<file path="config.mk">
export PLATFORM = sky130hd
export DESIGN_NAME = digit_mode_ctrl
export DESIGN_NICKNAME = d
export VERILOG_FILES = /design/src/rtl/digit_mode_ctrl.sv
export SDC_FILE = /design/constraint.sdc
export NUM_CORES = 1
export LEC_CHECK = 0
export CAP_MARGIN = 10
export CELL_PAD_IN_SITES_DETAIL_PLACEMENT = 2
export CELL_PAD_IN_SITES_GLOBAL_PLACEMENT = 2
export CORE_MARGIN = 2
export CORE_UTILIZATION = 39
export CTS_BUF_LIST = sky130_fd_sc_hd__clkbuf_4 sky130_fd_sc_hd__clkbuf_8
export DETAILED_ROUTE_END_ITERATION = 16
export PLACE_DENSITY_LB_ADDON = 0.08
export SYNTH_ARGS = -nofsm -noshare
export SYNTH_HDL_FRONTEND = slang
export SYNTH_SLANG_ARGS = --single-unit
</file>
<file path="constraint.sdc">
create_clock -name clk -period 6.6 [get_ports clk]
set_input_delay 0.66 -clock clk [delete_from_list [all_inputs] [get_ports clk]]
set_output_delay 0.66 -clock clk [all_outputs]
set_load 0.005 [all_outputs]
</file>
<file path="src/rtl/digit_mode_ctrl.sv">
// Mode controller and sequencer for a six-digit BCD time/timer datapath.
// Turns button pulses into registered step/set/clear strobes, keeps the
// 1 Hz prescaler, latches the count direction and drives the blink mask.
module digit_mode_ctrl #(
    parameter int CLK_DIV = 100000000
) (
    input  logic       clk,
    input  logic       rst,
    input  logic       btn_start,
    input  logic       btn_mode,
    input  logic       btn_inc,
    input  logic       dir_sw,
    input  logic       cnt_zero,
    output logic       sec_step,
    output logic       min_step,
    output logic       hour_step,
    output logic       clear,
    output logic       count_down,
    output logic [5:0] blank,
    output logic       done,
    output logic [2:0] state
);

    localparam int PW = (CLK_DIV > 2) ? $clog2(CLK_DIV) : 1;
    localparam logic [PW-1:0] PRE_LAST = PW'(CLK_DIV - 1);
    localparam logic [PW-1:0] PRE_HALF = PW'(CLK_DIV / 2);

    typedef enum logic [2:0] {
        IDLE     = 3'd0,
        RUN      = 3'd1,
        PAUSE    = 3'd2,
        SET_HOUR = 3'd3,
        SET_MIN  = 3'd4,
        DONE     = 3'd5
    } state_t;

    state_t        cur_state, state_nxt;
    logic [PW-1:0] pre, pre_nxt;
    logic          cd_nxt, sec_nxt, min_nxt, hour_nxt, clr_nxt;
    logic [5:0]    blank_nxt;
    logic          tick, phase_nxt;
    logic          press_start, press_mode, press_inc;

    assign state = cur_state;
    assign tick  = (pre == PRE_LAST);

    // Button priority: start beats mode beats inc; losers are dropped.
    assign press_start = btn_start;
    assign press_mode  = btn_mode & ~btn_start;
    assign press_inc   = btn_inc & ~btn_start & ~btn_mode;

    // Next state, prescaler, direction, strobes and blank mask.
    always_comb begin
        // NOTE: every output of this block gets a default first so no path can infer a latch.
        state_nxt = cur_state;
        pre_nxt   = (cur_state == PAUSE) ? pre : (tick ? '0 : pre + 1'b1);
        cd_nxt    = count_down;
        sec_nxt   = 1'b0;
        min_nxt   = 1'b0;
        hour_nxt  = 1'b0;
        clr_nxt   = 1'b0;

        case (cur_state)
            IDLE: begin
                if (press_start) begin
                    cd_nxt = dir_sw;
                    // A countdown from 00:00:00 has nothing to do.
                    if (!(dir_sw && cnt_zero)) begin
                        state_nxt = RUN;
                        pre_nxt   = '0;
                    end
                end else if (press_mode) begin
                    state_nxt = SET_HOUR;
                end
            end
            RUN: begin
                if (press_start) begin
                    state_nxt = PAUSE;
                end else if (tick) begin
                    if (count_down && cnt_zero) state_nxt = DONE;
                    else                        sec_nxt   = 1'b1;
                end
            end
            PAUSE: begin
                if (press_start) begin
                    state_nxt = RUN;
                end else if (press_mode) begin
                    clr_nxt   = 1'b1;
                    state_nxt = IDLE;
                end
            end
            SET_HOUR: begin
                if (press_start)     state_nxt = IDLE;
                else if (press_mode) state_nxt = SET_MIN;
                else if (press_inc)  hour_nxt  = 1'b1;
            end
            SET_MIN: begin
                if (press_start || press_mode) state_nxt = IDLE;
                else if (press_inc)            min_nxt   = 1'b1;
            end
            DONE: begin
                if (press_start || press_mode || press_inc) begin
                    clr_nxt   = 1'b1;
                    state_nxt = IDLE;
                end
            end
            default: begin
                // Unused codes recover to IDLE with everything quiet.
                state_nxt = IDLE;
                pre_nxt   = '0;
                cd_nxt    = 1'b0;
            end
        endcase

        // Blank mask follows the state and phase that will be current after the edge.
        phase_nxt = (pre_nxt >= PRE_HALF);
        case (state_nxt)
            SET_HOUR: blank_nxt = {2'b00, {2{phase_nxt}}, 2'b00};
            SET_MIN:  blank_nxt = {4'b0000, {2{phase_nxt}}};
            DONE:     blank_nxt = {6{phase_nxt}};
            default:  blank_nxt = 6'b000000;
        endcase
    end

    // State, prescaler and all registered outputs.
    always_ff @(posedge clk or posedge rst) begin
        if (rst) begin
            cur_state  <= IDLE;
            pre        <= '0;
            count_down <= 1'b0;
            sec_step   <= 1'b0;
            min_step   <= 1'b0;
            hour_step  <= 1'b0;
            clear      <= 1'b0;
            blank      <= 6'b000000;
            done       <= 1'b0;
        end else begin
            // NOTE: non-blocking assignments so every flop samples pre-edge values.
            cur_state  <= state_nxt;
            pre        <= pre_nxt;
            count_down <= cd_nxt;
            sec_step   <= sec_nxt;
            min_step   <= min_nxt;
            hour_step  <= hour_nxt;
            clear      <= clr_nxt;
            blank      <= blank_nxt;
            done       <= (state_nxt == DONE);
        end
    end

endmodule

</file>
==> results.cfg, run 1 <==
[status]
outcome = completed

[placement]
port_buffers = 21
place_congestion = 0.792
post-dp-hpwl_um = 5220

[critical_path]
crit_fanout = 23
path_class = flop to flop
crit_arrival_ns = 3.36
crit_path_end_kind = flop
max_stage_delay_ns = 0.74
worstPathRequired_ns = 6.78
path_cells = and4_1, nand4_1, nor4b_2, a21o_1, nor2_1, a32oi_1, nor2b_1
worstSetupStartpointType = flop
worst_path_max_delay_cell = a21o_1

[logic_synthesis]
yosysWarnings = 0
yosys.area.top_type_share = 0.413
synth_top_cell_by_area = dfrtp_1
syn_area_um2 = 2360
synth_edf_count = 0
synthTopCellsByArea = dfrtp_1, nor2_1, xor2_1
ys_seq_area_frac = 0.413
avgSynthCellArea_um2 = 8.68
syn_nets = 280
synthFlopType = dfrtp_1
synthArstFlopShare = 1.00
syn_inst = 272
synthDistinctLibCells = 54
ys_ff_latch = 39

[drt]
initialDrtViolationCount = 91
postRouteWirelength_um = 7300
wl_per_cell_um = 20.2
drt-pass1-iter-count = 4
ant_nets = 0
routed_via_density = 5.91
drc_errors = 0
via_count = 2135

[sta]
rsz0062_at_grt = false
setup_viol = 0
skew_ns = 0.0144
fin_tns_setup_ns = 0
final.min_clock_period_ns = 3.17
tightest_slew_ns = 0.957
fin_crit_sh = 0.481
finalHoldViolCount = 0
slew_viol_final = 0
fmax_mhz = 315
slew_headroom = 0.360

[cts]
cts.sinks = 39
root_buffer = clkbuf_8
cts.reportedPaths.clkPinSlew_ns = 0.09
ctsHoldBuffers = 0
htree_levels = 2
cts_tree = yes
cts_buffers = 5
clk_latency_ns = 0.30
cts_setup_buffers = 0
cts_resized = 0
cts_buffer_depth = 2

[power]
p_int_mw = 0.455
switching_share = 0.367
power.share.clock = 0.287
p_seq_frac = 0.436
combPwrFrac = 0.278
p_switching_mw = 0.264
p_leak_nw = 1.06
ir_worst_vdd_v = 0.000155
power.density_nw_per_um2 = 265

[grt]
grt_usage = 0.236
grt_antenna_before_repair = 0
grt_max_degree = 40
grt_pass1_vias = 2251
grt_overflow = 0
grt_pass1_wl_um = 11900

[flow_run]
cap_violations = 0

[floorplan]
die_w_um = 81.8
die_area_um2 = 6690
rows = 28
start_util = 0.401
fp.dieH_um = 81.8
core_um2 = 5890
ios = 22

[final_layout]
layout-area-overhead-vs-synth_pct = 14.7
layout_commonest_cell = nor2_1
multiInputGateArea_um2 = 1280
fillers = 647
fin_util = 0.460
drive_gt1_frac = 0.0629
layout_common_cells = nor2_1, dfrtp_1, nand2_1
antenna_cells = 0
fin_nets = 293
final-seq-area_um2 = 976

[worst_hold_path]
hold_path_class = flop to flop
==> registers in the layout, summed over array words and instances, names as in the netlist <==
name and flops:
blank 3, clear 1, count_down 1, done 1
hour_step 1, min_step 1, pre 27, sec_step 1
state 3
==> cell type report <==
cell class,instances,share of cell area
Multi-Input combinational cell,209,0.472
Sequential cell,39,0.360
Timing Repair Buffer,22,0.0804
Tap cell,75,0.0346
Clock buffer,5,0.0254
Clock inverter,3,0.0162
Inverter,8,0.0111
==> power by group through the flow <==
stage	registers, mW	clock network [mW]	logic (mW)
5_1_grt	0.320	0.217	0.223
6_report	0.313	0.206	0.200
4_1_cts	0.313	0.210	0.201
3_5_place_dp	0.318	0	0.198
2_1_floorplan	0.295	0	0.145
3_3_place_gp	0.316	0	0.191
==> logic make-up after synthesis <==
kind of cell / count (synthesis) / synth area share
AOI/OAI and AO/OA: 48 / 0.132
xor gates and xnor gates: 20 / 0.0742
adders and majority gates: 1 / 0.00530
buffers and inverters: 24 / 0.0450
DFF: 39 / 0.413
muxes: 1 / 0.00424
and+or+nand+nor: 139 / 0.325
==> through the flow <==
stage	setup slack, ns	hold slack [ns]	cells	cell area [um^2]	total power, mW
CTS	3.42	0.526	361	2710	0.724
global route	3.14	0.551	361	2710	0.760
global placement	3.35	0.503	353	2600	0.507
detailed placement	3.16	0.508	353	2600	0.516
finish	3.43	0.518	361	2710	0.719
floorplan	4.38	0.484	272	2360	0.440
==> final timing paths <==
| kind | from | cells after the start | to | slack (ns) |
|---|---|---|---|---|
| hold / removal | count_down | 1 | sec_step | 0.52 |
| setup / recovery | pre[3] | 7 | blank[4] | 3.43 |
| hold reg to reg | count_down | 1 | sec_step | 0.52 |
| max in group asynchronous | rst | 3 | pre[17] | 5.43 |
| setup reg to reg | pre[3] | 7 | blank[4] | 3.43 |
| min in group asynchronous | rst | 3 | state[2] | 0.80 |
==> synthesized netlist by cell type (all sizes together) (2+ instances only) <==
cell type and count:
nand4b 2, a31oi 2, o31ai 2, inv 8
o211ai 2, o21ai 14, a311oi 2, nor3 6
dfrtp 39, nand2 22, o31a 2, and3 2
nor2b 3, or4 4, nor4 8, a21o 2
clkbuf 10, xnor2 9, a21oi 12, xor2 11
nand3 12, nand2b 2, and4 5, and2 3
nor3b 2, or3 4, nor4b 4, buf 6
nand4 11, nor2 46
==> worst max-delay path: cells and delay by family, from the launching register on <==
family	cells	cell delay, ns
flip-flops	1	0.44
AND/OR/NAND/NOR	5	1.50
AO/OA/AOI/OAI	2	1.11
==> per-layer routing <==
| layer | up-vias | routed length, um | global-route usage |
|---|---|---|---|
| met3 | 5 | 139 | 0.0330 |
| met4 | 0 | 46 | 0.0450 |
| met1 | 1103 | 3690 | 0.348 |
| met5 | - | 0 | 0 |
| li1 | 1007 | - | - |
| met2 | 20 | 3430 | 0.370 |
No activity file was read; power rests on OpenSTA's default activity.
==> run 2: changes to the inputs <==
--- a/config.mk
+++ b/config.mk
@@ -9,7 +9,7 @@
 export CELL_PAD_IN_SITES_DETAIL_PLACEMENT = 2
 export CELL_PAD_IN_SITES_GLOBAL_PLACEMENT = 2
 export CORE_MARGIN = 2
-export CORE_UTILIZATION = 39
+export CORE_UTILIZATION = 33
 export CTS_BUF_LIST = sky130_fd_sc_hd__clkbuf_4 sky130_fd_sc_hd__clkbuf_8
 export DETAILED_ROUTE_END_ITERATION = 16
 export PLACE_DENSITY_LB_ADDON = 0.08
==> constraint.sdc (replaced) <==
create_clock -name clk -period 2.8 [get_ports clk]
set_input_delay 0.28 -clock clk [delete_from_list [all_inputs] [get_ports clk]]
set_output_delay 0.28 -clock clk [all_outputs]
set_load 0.005 [all_outputs]
==> run 2 against run 1 <==
  * Wire length grew 4.0%
  * Global-route usage shrank 2.3 points
  * Total power grew to 2.6 times the previous value
  * Via count grew 1.7%
  * Non-clock buffer count grew 10
  * Cell count grew 8.6%
  * Sequential power grew 130%
  * Clock power grew to 2.8 times the previous value
  * Largest cell class unchanged
  * Largest power group unchanged
==> results.cfg, run 2 (same netlist as run 1, synthesis figures left out) <==
[cts]
cts_buffer_depth = 2
cts.sinks = 39
cts_tree = yes
cts.reportedPaths.clkPinSlew_ns = 0.09
htree_levels = 2
clk_latency_ns = 0.31
root_buffer = clkbuf_8
cts_setup_buffers = 0
cts_buffers = 5

[critical_path]
max_stage_delay_ns = 0.58
crit_path_end_kind = flop
path_class = flop to flop
worst_path_max_delay_cell = or4b_1
path_cells = ha_1, nand2_1, or4b_1, a211oi_1, o211ai_1, a32o_1, a32oi_2, nor2_1
worstPathRequired_ns = 2.99
crit_arrival_ns = 2.76
crit_fanout = 6
worstSetupStartpointType = flop

[sta]
setup_viol = 0
final.min_clock_period_ns = 2.56
finalHoldViolCount = 0
fmax_mhz = 390
rsz0062_at_grt = false
fin_tns_setup_ns = 0
slew_headroom = 0.528
fin_crit_sh = 0.915
skew_ns = 0.0109
tightest_slew_ns = 0.707
slew_viol_final = 0

[floorplan]
die_w_um = 88.6
fp.dieH_um = 88.6
start_util = 0.344
ios = 22
die_area_um2 = 7850
rows = 30
core_um2 = 6870

[final_layout]
fillers = 779
layout_commonest_cell = nor2_1
largest_reg_flops = 27
layout_common_cells = nor2_1, dfrtp_1, nand2_1
antenna_cells = 0
layout-area-overhead-vs-synth_pct = 20.6
drive_gt1_frac = 0.0980
fin_nets = 303
largest_register = pre

[placement]
port_buffers = 21
place_congestion = 0.801
post-dp-hpwl_um = 5590

[power]
power.density_nw_per_um2 = 649
finalPower_mw = 1.85
ir_worst_vdd_v = 0.000259
p_leak_nw = 1.11

[grt]
grt_usage = 0.212
grt_overflow = 0
grt_pass1_wl_um = 12600
grt_antenna_before_repair = 0
grt_pass1_vias = 2335
grt_max_degree = 40

[drt]
drc_errors = 0
drt-pass1-iter-count = 5
postRouteWirelength_um = 7600
via_count = 2172
routed_via_density = 5.54
ant_nets = 0
initialDrtViolationCount = 62
wl_per_cell_um = 19.4

[worst_hold_path]
hold_path_class = input pin to async pin

[status]
outcome = completed

[flow_run]
cap_violations = 0
==> run 2: per-stage QoR <==
stage | hold WS (ns) | area, um^2 | utilization | cells | setup slack, ns
after floorplan | 0.362 | 2360 | - | 272 | 0.577
after global placement | 0.511 | 2700 | 0.393 | 384 | 0.239
after detailed placement | 0.520 | 2700 | 0.393 | 384 | 0.117
after CTS | 0.439 | 2830 | 0.413 | 392 | 0.0448
after global routing | 0.508 | 2850 | 0.415 | 392 | 0.0561
final | 0.415 | 2850 | 0.415 | 392 | 0.239
==> run 2: final cells by class <==
cell class / count / area [um^2] / share of cell area
inverters: 8 / 30.0 / 0.0105
well taps: 96 / 120 / 0.0422
clock buffers: 5 / 68.8 / 0.0242
clock inverters: 3 / 67.6 / 0.0237
repair buffers: 32 / 293 / 0.103
flip-flops and latches: 39 / 976 / 0.343
multi-input cells: 209 / 1290 / 0.454
==> run 2: worst paths after layout <==
check | from | end | slack [ns] | cells past startpoint
max reg2reg | pre[0] | blank[3] | 0.24 | 8
min reg2reg | count_down | sec_step | 0.51 | 1
max | pre[0] | blank[3] | 0.24 | 8
min in group clk | count_down | sec_step | 0.51 | 1
max in group asynchronous | rst | pre[7] | 2.01 | 3
min | rst | pre[17] | 0.42 | 3
==> run 2: worst max-delay path: cells and delay by family (launching register included) <==
family / cells / cell delay [ns]
AO/OA/AOI/OAI: 4 / 0.89
AND/OR/NAND/NOR: 3 / 0.86
flip-flops: 1 / 0.42
adder cells (fa/ha/maj): 1 / 0.27
==> run 2: repair_timing <==
item                       in CTS  in global routing
hold buffers                    0                  0
setup endpoints to repair       0                  3
gates resized for setup         0                  2
==> run 2: power by group <==
part	switching [mW]	internal (mW)
clock	0.226	0.356
sequential	0.0799	0.628
combinational	0.336	0.223
==> run 2: routing by layer <==
layer  global-route usage  part of all wire
met2                0.364              0.49
met3               0.0345             0.024
met5                    0                 0
met1                0.281              0.47
met4               0.0523             0.010
